**config.mk**
```make
export PLATFORM = sky130hd
export DESIGN_NAME = nonce_scheduler
export DESIGN_NICKNAME = d
export VERILOG_FILES = /design/src/rtl/nonce_scheduler_pkg.sv /design/src/rtl/nonce_scheduler_rr_arbiter.sv /design/src/rtl/nonce_scheduler.sv
export SDC_FILE = /design/constraint.sdc
export NUM_CORES = 1
export LEC_CHECK = 0
export ABC_AREA = 1
export BUFFER_PORTS_ARGS = -buffer_cell sky130_fd_sc_hd__buf_2
export CORE_ASPECT_RATIO = 1.5
export CORE_UTILIZATION = 35
export DETAILED_ROUTE_END_ITERATION = 6
export PLACE_DENSITY = 0.6
export SLEW_MARGIN = 20
export SYNTH_ARGS = -nofsm -noshare
export SYNTH_HDL_FRONTEND = slang
export SYNTH_SLANG_ARGS = --single-unit
```
**constraint.sdc**
```tcl
create_clock -name clk -period 2.6 [get_ports clk]
set_input_delay 0.13 -clock clk [delete_from_list [all_inputs] [get_ports clk]]
set_output_delay 0.13 -clock clk [all_outputs]
set_load 0.02 [all_outputs]
```
**src/rtl/nonce_scheduler_pkg.sv**
```systemverilog
// Shared scheduler types: FSM state encoding and host response codes.
// Pure definitions; no latency or backpressure of its own.
package nonce_sched_pkg;

  typedef enum logic [1:0] {
    IDLE  = 2'd0,
    RUN   = 2'd1,
    CLAIM = 2'd2,
    DONE  = 2'd3
  } sched_state_t;

  localparam logic [1:0] RESP_NONE   = 2'b00;
  localparam logic [1:0] RESP_ACCEPT = 2'b01;
  localparam logic [1:0] RESP_REJECT = 2'b10;

  // Pointer width for n requesters; a lone requester still gets one bit.
  function automatic int ptr_width(input int n);
    return (n > 1) ? $clog2(n) : 1;
  endfunction

endpackage

```
**src/rtl/nonce_scheduler_rr_arbiter.sv**
```systemverilog
// Round-robin pick of the lowest requesting index at or above ptr, wrapping.
// Combinational, zero latency; no backpressure (grant is advisory).
module rr_arbiter
  import nonce_sched_pkg::*;
#(
  parameter int N  = 4,
  parameter int PW = ptr_width(N)
) (
  input  logic [N-1:0]  req,
  input  logic [PW-1:0] ptr,
  output logic [N-1:0]  grant,
  output logic [PW-1:0] idx,
  output logic          valid
);

  logic [PW-1:0] cand;

  always_comb begin
    grant = '0;
    idx   = '0;
    valid = 1'b0;
    cand  = '0;
    for (int i = 0; i < N; i++) begin
      cand = PW'((int'(ptr) + i) % N);
      if (!valid && req[cand]) begin
        valid       = 1'b1;
        idx         = cand;
        grant[cand] = 1'b1;
      end
    end
  end

endmodule

```
**src/rtl/nonce_scheduler.sv**
```systemverilog
// Dispatches nonce chunks round-robin to SHA cores and arbitrates golden-nonce claims to the host.
// job_start->core_go 1 cycle, core_found->sol_claim 1 cycle; claims hold until host responds. Option: NONCE_SCHEDULER_STATS_EN.
module nonce_scheduler
  import nonce_sched_pkg::*;
#(
  parameter int NUM_CORES = 4,
  parameter int CHUNK_LG2 = 24
) (
  input  logic                    clk,
  input  logic                    n_rst,
  input  logic                    job_start,
  input  logic                    job_abort,
  input  logic [NUM_CORES-1:0]    core_idle,
  input  logic [NUM_CORES-1:0]    core_found,
  input  logic [NUM_CORES*32-1:0] core_nonce,
  output logic [NUM_CORES-1:0]    core_go,
  output logic [31:0]             core_base,
  output logic [NUM_CORES-1:0]    core_ack,
  output logic                    core_stop,
  output logic                    sol_claim,
  output logic [31:0]             sol_nonce,
  input  logic [1:0]              sol_response,
  output logic                    busy,
`ifdef NONCE_SCHEDULER_STATS_EN
  output logic [31:0]             chunks_done,
`endif
  output logic                    exhausted
);

  localparam int          PW         = ptr_width(NUM_CORES);
  localparam logic [32:0] CHUNK_STEP = 33'd1 << CHUNK_LG2;

  sched_state_t           state_q, state_d;
  logic [32:0]            next_base_q, next_base_d;
  logic [PW-1:0]          go_ptr_q, go_ptr_d;
  logic [PW-1:0]          found_ptr_q, found_ptr_d;
  logic [NUM_CORES-1:0]   pending_q, pending_d;

  logic [NUM_CORES-1:0]   go_d;
  logic [31:0]            base_d;
  logic [NUM_CORES-1:0]   ack_d;
  logic                   stop_d;
  logic                   claim_d;
  logic [31:0]            nonce_d;
  logic                   exh_d;

  logic [NUM_CORES-1:0]   disp_grant;
  logic [PW-1:0]          disp_idx;
  logic                   disp_vld;
  logic [NUM_CORES-1:0]   found_grant;
  logic [PW-1:0]          found_idx;
  logic                   found_vld;
  logic [31:0]            found_nonce;

  function automatic logic [PW-1:0] ptr_inc(input logic [PW-1:0] p);
    if (int'(p) >= NUM_CORES - 1) return '0;
    return p + PW'(1);
  endfunction

  // A dispatched core stays ineligible until it has visibly dropped core_idle.
  rr_arbiter #(.N(NUM_CORES), .PW(PW)) u_disp_arb (
    .req   (core_idle & ~pending_q),
    .ptr   (go_ptr_q),
    .grant (disp_grant),
    .idx   (disp_idx),
    .valid (disp_vld)
  );

  rr_arbiter #(.N(NUM_CORES), .PW(PW)) u_found_arb (
    .req   (core_found),
    .ptr   (found_ptr_q),
    .grant (found_grant),
    .idx   (found_idx),
    .valid (found_vld)
  );

  always_comb begin
    found_nonce = '0;
    for (int i = 0; i < NUM_CORES; i++) begin
      if (found_grant[i]) found_nonce = core_nonce[32*i +: 32];
    end
  end

  always_comb begin
    state_d     = state_q;
    next_base_d = next_base_q;
    go_ptr_d    = go_ptr_q;
    found_ptr_d = found_ptr_q;
    pending_d   = pending_q & core_idle;
    go_d        = '0;
    base_d      = core_base;
    ack_d       = '0;
    stop_d      = 1'b0;
    claim_d     = sol_claim;
    nonce_d     = sol_nonce;
    exh_d       = exhausted;

    if (job_abort) begin
      if (state_q != IDLE) begin
        stop_d    = 1'b1;
        claim_d   = 1'b0;
        exh_d     = 1'b0;
        pending_d = '0;
        state_d   = IDLE;
      end
    end else begin
      case (state_q)
        IDLE, DONE: begin
          if (job_start) begin
            state_d     = RUN;
            exh_d       = 1'b0;
            next_base_d = '0;
            // First chunk goes out in the start cycle to meet the 1-cycle latency.
            if (disp_vld) begin
              go_d        = disp_grant;
              base_d      = '0;
              next_base_d = CHUNK_STEP;
              go_ptr_d    = ptr_inc(disp_idx);
              pending_d   = pending_d | disp_grant;
            end
          end
        end
        RUN: begin
          if (found_vld) begin
            ack_d       = found_grant;
            nonce_d     = found_nonce;
            claim_d     = 1'b1;
            found_ptr_d = ptr_inc(found_idx);
            state_d     = CLAIM;
          end else if (!next_base_q[32] && disp_vld) begin
            go_d        = disp_grant;
            base_d      = next_base_q[31:0];
            next_base_d = next_base_q + CHUNK_STEP;
            go_ptr_d    = ptr_inc(disp_idx);
            pending_d   = pending_d | disp_grant;
          end else if (next_base_q[32] && (&core_idle) && (pending_q == '0)) begin
            state_d = DONE;
            exh_d   = 1'b1;
          end
        end
        CLAIM: begin
          if (sol_response == RESP_ACCEPT) begin
            stop_d    = 1'b1;
            claim_d   = 1'b0;
            pending_d = '0;
            state_d   = DONE;
          end else if (sol_response != RESP_NONE) begin
            claim_d = 1'b0;
            state_d = RUN;
          end
        end
        default: state_d = IDLE;
      endcase
    end
  end

  always_ff @(posedge clk or negedge n_rst) begin
    if (!n_rst) begin
      state_q     <= IDLE;
      next_base_q <= '0;
      go_ptr_q    <= '0;
      found_ptr_q <= '0;
      pending_q   <= '0;
      core_go     <= '0;
      core_base   <= '0;
      core_ack    <= '0;
      core_stop   <= 1'b0;
      sol_claim   <= 1'b0;
      sol_nonce   <= '0;
      exhausted   <= 1'b0;
    end else begin
      state_q     <= state_d;
      next_base_q <= next_base_d;
      go_ptr_q    <= go_ptr_d;
      found_ptr_q <= found_ptr_d;
      pending_q   <= pending_d;
      core_go     <= go_d;
      core_base   <= base_d;
      core_ack    <= ack_d;
      core_stop   <= stop_d;
      sol_claim   <= claim_d;
      sol_nonce   <= nonce_d;
      exhausted   <= exh_d;
    end
  end

  assign busy = (state_q != IDLE);

`ifdef NONCE_SCHEDULER_STATS_EN
  logic start_ok;
  assign start_ok = job_start && !job_abort && (state_q == IDLE || state_q == DONE);

  always_ff @(posedge clk or negedge n_rst) begin
    if (!n_rst) begin
      chunks_done <= '0;
    end else if (start_ok) begin
      chunks_done <= '0;
    end else if ((|core_go) && (chunks_done != '1)) begin
      chunks_done <= chunks_done + 32'd1;
    end
  end
`endif

endmodule

```
After elaboration in Yosys (flattened, before gate mapping). Cells that the tools add are included.

Add/subtract/negate cells: 9. $lt $le $gt $ge: 18. Equality and inequality tests: 17. Multiplexer cells: 135. Bitwise operators: 11. Reductions and logical operators: 39.

Operators by type and width (number): 2-to-1 mux 32 bit (8); 2-to-1 mux 33 bit (3); 2-to-1 mux 4 bit (23); case mux 33 bit (2 select lines) (1); case mux 32 bit (2 select lines) (1); 2-to-1 mux 1 bit (51); 2-to-1 mux 2 bit (25); adder 33 x 25 -> 33 bit (second input constant) (1); bitwise OR 4 bit (7); 2-to-1 mux 25 bit (1); less-than comparator 2 x 3 -> 1 bit (second input constant) (8); logical AND 1 bit (17); binary-select mux 1 bit (select 2 bit) (8); demux 1 bit (select 2 bit) (8); >= comparator 2 x 1 -> 1 bit (second input constant) (8); inequality test 3 bit (second input constant) (5); inequality test 4 bit (second input constant) (3); case mux 4 bit (3 select lines) (1); AND reduction 6 bit (2); AND reduction 5 bit (2); adder 2 x 1 -> 2 bit (second input constant) (4); adder 2 bit (second input constant) (4); AND 4 bit (2); inequality test 2 bit (second input constant) (4); other kinds (18) (32).

Flip-flop bits (word level): 118. Input bits: 142. Output and inout bits: 76. Word-level logic and storage cells: 241.

Depth between registers and ports, before layout.
Depth after elaboration: 24. Mapped depth: 18. Mapped depth without buffers: 15.

Modules after synthesis. From an unflattened synthesis, not the netlist that was laid out.

Cells, all modules: 748. Area total of the unflattened synthesis: 5236.3 sq um.

By module, submodules not included: nonce_scheduler (times used 1, cells each 600, area each 4360.4 sq um); rr_arbiter (u_found_arb) (times used 1, cells each 74, area each 440.4 sq um); rr_arbiter (u_disp_arb) (times used 1, cells each 74, area each 435.4 sq um).

Worst setup path before layout. Ideal clock, no wire load.

Kind: register -> register. Start point: register found_ptr_q[0]. End point: register sol_nonce[0]. Data arrival time: 2.083 ns. Required time: 2.484 ns. Path slack: 0.401 ns. Cell stages (with the launch flop): 18. Buffers on the path: 3. Period minus slack after synthesis: 2.199 ns. Path through: dfrtp_1 > buf_4 > inv_4 > ha_1 > inv_1 > nand3_1 > nand2_1 > inv_2 > nor2_4 > nand2_2 > nor2_4 > nand2_1 > nand3_2 > buf_6 > buf_4 > a21oi_1 > nand2_1 > nand2_1.

Word-level cells in the longest chain between the ends: 16. Elaborated cells between the ends (all ways): 53.

RTL lines: start: declaration (RTL line nonce_scheduler.sv:36) `logic [PW-1:0] found_ptr_q, found_ptr_d;`; start signal: assignment (RTL line nonce_scheduler.sv:175) `found_ptr_q <= found_ptr_d;`; parallel branches: the longest is 16 deep, another holds less-than comparator 2 x 3 -> 1 bit; end signal: assignment (RTL line nonce_scheduler.sv:182) `sol_nonce <= nonce_d;`; end: declaration (RTL line nonce_scheduler.sv:21) `output logic [31:0] sol_nonce,`.

Parallel ways; which one is timed is not known. The select of a mux whose other input is x is not followed. A chain may end at the register's enable or synchronous reset.

Worst setup path in the final report.
Start point: register found_ptr_q[0]. End point: register sol_nonce[30].

Same word-level chain as after synthesis.

==> key figures <==
Status
  – Run status: finished, final reports clean

Timing
  – F_max: 0.427 GHz
  – Final min period: 2.34 ns
  – Worst slew pin tran: 0.950 ns
  – RSZ-0062 raised after global routing: no
  – Slew HR: 0.367
  – Final Worst Setup Slack: 0.259 ns
  – Setup TNS: 0 ns
  – Fin crit share: 0.900
  – Final setup violation count: 0
  – Clock Skew: 0.00467 ns
  – Fin. max-slew vios: 0
  – Final Hold Fails: 0

Yosys
  – Top cell type's share of synthesized area: 0.315
  – Fraction of registers with async set/reset: 1.00
  – Flops & latches, synth: 70
  – Dominant cells by area after synthesis: dfrtp_1 (31%), nand2_1 (21%), nand3_1 (9.4%)
  – Library cells used by synthesis: 36
  – Synth Area in Adders: 0.0382
  – Post-synthesis simple-gate area fraction: 0.381
  – Compound-gate portion of the synthesized area: 0.103
  – Post-synthesis cell count: 867
  – Cell taking the most area after synthesis: dfrtp_1
  – Post-synth EDFFs: 0
  – Mapped cell area: 5570 um^2
  – Largest family of logic cells by synthesized area: simple AND/OR/NAND/NOR gates
  – Post-synthesis mux area share: 0
  – Yosys warnings: 0
  – Count leader, synth: nand2_1
  – XOR/XNOR share of the synthesized area: 0.0110
  – Mean Syn Cell Area: 6.42 um^2
  – Most common library cells after synthesis: nand2_1 (317), nand3_1 (105), inv_1 (96)
  – Ys flop type: dfrtp_1
  – Register area share after synthesis: 0.315

Final layout
  – Area Growth Syn to Fin: 25.8%
  – Final nets: 1218
  – Ant. Diodes: 0
  – Share of layout cells above drive strength 1: 0.260
  – Finished Cell Area: 7010 um^2

Floorplanning
  – Ports: 218
  – Rows: 56
  – Core region area: 15600 um^2
  – Die Y: 156 um
  – Die X: 105 um
  – Initial cell density of the core: 0.356
  – Die ar.: 16400 um^2

Worst setup path
  – FF-to-FF Start: found_ptr_q[0]$_DFFE_PN0P_
  – Critical Path AT: 2.61 ns
  – Crit path required time: 2.87 ns
  – Worst Reg-to-Reg Cells: 16
  – Setup CP Type: reg -> reg
  – Critical path fanouts, max: 33
  – Crit. Startpoint: found_ptr_q[0]$_DFFE_PN0P_
  – Worst setup SP type: register
  – Critical Path Sink Type: register

GRT
  – First-pass GRT wire length: 27200 um
  – Initial antenna violation count: 0
  – Vias in the first global route: 5786
  – GRT Util Overall: 0.209
  – Global route total overflow: 0
  – Largest net degree at the start of global routing: 71

Run
  – Maxcap violations: 0

Clocking
  – CTS tree: done
  – Root buffer cell: clkbuf_16
  – CTS buffer count: 9
  – Clk_lat worst skew: 0.33 ns
  – CTS H-tree depth: 3
  – Worst-path clk slew: 0.06 ns
  – CTS max path bufs: 2
  – Sink Count: 70

Route
  – DRC viols: 0
  – Via count: 5941
  – Starting DRT DRC Count: 204
  – Final WL: 17000 um
  – Drt pass-1 iters: 4
  – Antenna-violating nets left: 0
  – Vias per cell: 4.70
  – Drt wl/cell: 13.4 um

Pwr
  – Leakage: 4.16 nW
  – VDD IR max: 0.000900 V
  – Power Density: 1340 nW/um^2

Worst hold path
  – Hold Path Class: in -> reg
  – Hold path startpoint: core_nonce[121]
  – Hold Path Stages: 5

Placement
  – DP HPWL: 12600 um
  – Input/output buffers: 193
  – Worst slack, placed: 0.178 ns
  – Post-DP Area: 6650 um^2
  – GP Congestion: 0.875
==> power breakdown <==
| group | switching, mW | leakage [nW] | internal (mW) | total, mW |
|---|---|---|---|---|
| sequential | 0.186 | 0.924 | 1.44 | 1.62 |
| clock | 0.461 | 0.124 | 0.633 | 1.09 |
| combinational | 4.41 | 3.12 | 2.25 | 6.67 |
| total | 5.06 | 4.16 | 4.32 | 9.39 |
==> flip-flops by register name (all words and copies together) (netlist names) <==
name / flops
sol_nonce: 32
sol_claim: 1
exhausted: 1
core_stop: 1
core_go: 4
pending_q: 4
go_ptr_q: 2
found_ptr_q: 2
state_q: 2
core_base: 8
next_base_q: 9
core_ack: 4
==> area by class of cell <==
class	count	area (um^2)
Multi-Input combinational cell	649	3070
Fill cell	1688	8620
Timing Repair Buffer	217	1250
Clock buffer	10	229
Tap cell	203	254
Sequential cell	70	1750
Inverter	112	425
Clock inverter	4	26.3
==> cells by family after synthesis <==
logic type | after synthesis
simple gates | 491
flops | 70
other cells | 1
compound gates | 110
buf+inv | 171
xor+xnor | 7
fa+ha+maj | 17
==> metal layers <==
metal | track usage | vias up | part of all wire
met5 | 0 | - | 0
met4 | 0.0718 | 0 | 0.022
met3 | 0.0512 | 27 | 0.073
met2 | 0.410 | 227 | 0.54
met1 | 0.214 | 2636 | 0.37
li1 | - | 3051 | -
==> layout by cell type (no fill, tap or decap), types with 3 or more instances in the layout <==
master	n
buf_4	16
xor2_1	6
nand3_2	5
clkbuf_16	10
ha_1	17
a21oi_1	73
nor2_1	28
nand2_2	10
nand4_1	3
dfrtp_1	70
o21ai_1	17
or2_2	5
nand2_4	4
nand2_1	317
buf_12	6
nor3_1	6
buf_2	192
nor2_4	3
o21ai_0	11
nand3_1	105
conb_1	24
inv_1	96
inv_2	14
==> repair_timing <==
action,CTS,global route
gates resized for setup,0,5
endpoints found under the setup margin,0,30
setup buffers,0,4
hold endpoints to repair,27,0
hold buffers,1,0
==> per-stage QoR <==
stage                     total power [mW]  hold slack (ns)  std cells  utilization
after global placement                8.00            0.335       1245        0.426
after detailed placement              8.00            0.336       1245        0.426
final                                 9.39           0.0995       1265        0.448
after global routing                  10.4            0.107       1265        0.448
after floorplan                       6.46           -0.166        890            -
after CTS                             9.16           0.0828       1260        0.443
==> path summary, 6_finish.rpt <==
path / slack (ns) / endpoint
setup / recovery: 0.26 / sol_nonce[30]$_DFFE_PN0P_
hold / removal: 0.1 / sol_nonce[25]$_DFFE_PN0P_
setup reg to reg: 0.26 / sol_nonce[30]$_DFFE_PN0P_
hold reg to reg: 0.48 / core_base[26]$_DFFE_PN0P_
max in group asynchronous: 1.47 / core_go[2]$_DFF_PN0_
min in group asynchronous: 0.49 / core_ack[1]$_DFF_PN0_
==> worst max-delay path, cell delays in order (launching register included) <==
cell	delay, ns
dfrtp_1	0.39
inv_4	0.07
ha_1	0.36
inv_1	0.09
nand3_1	0.07
nand2_1	0.12
inv_2	0.06
nor2_4	0.12
nand2_2	0.10
nor2_4	0.15
nand2_1	0.08
nand3_2	0.14
buf_12	0.21
a21oi_1	0.06
nand2_1	0.11
nand2_1	0.07
nand2_1	0.05
(Power assumes the default switching activity.)
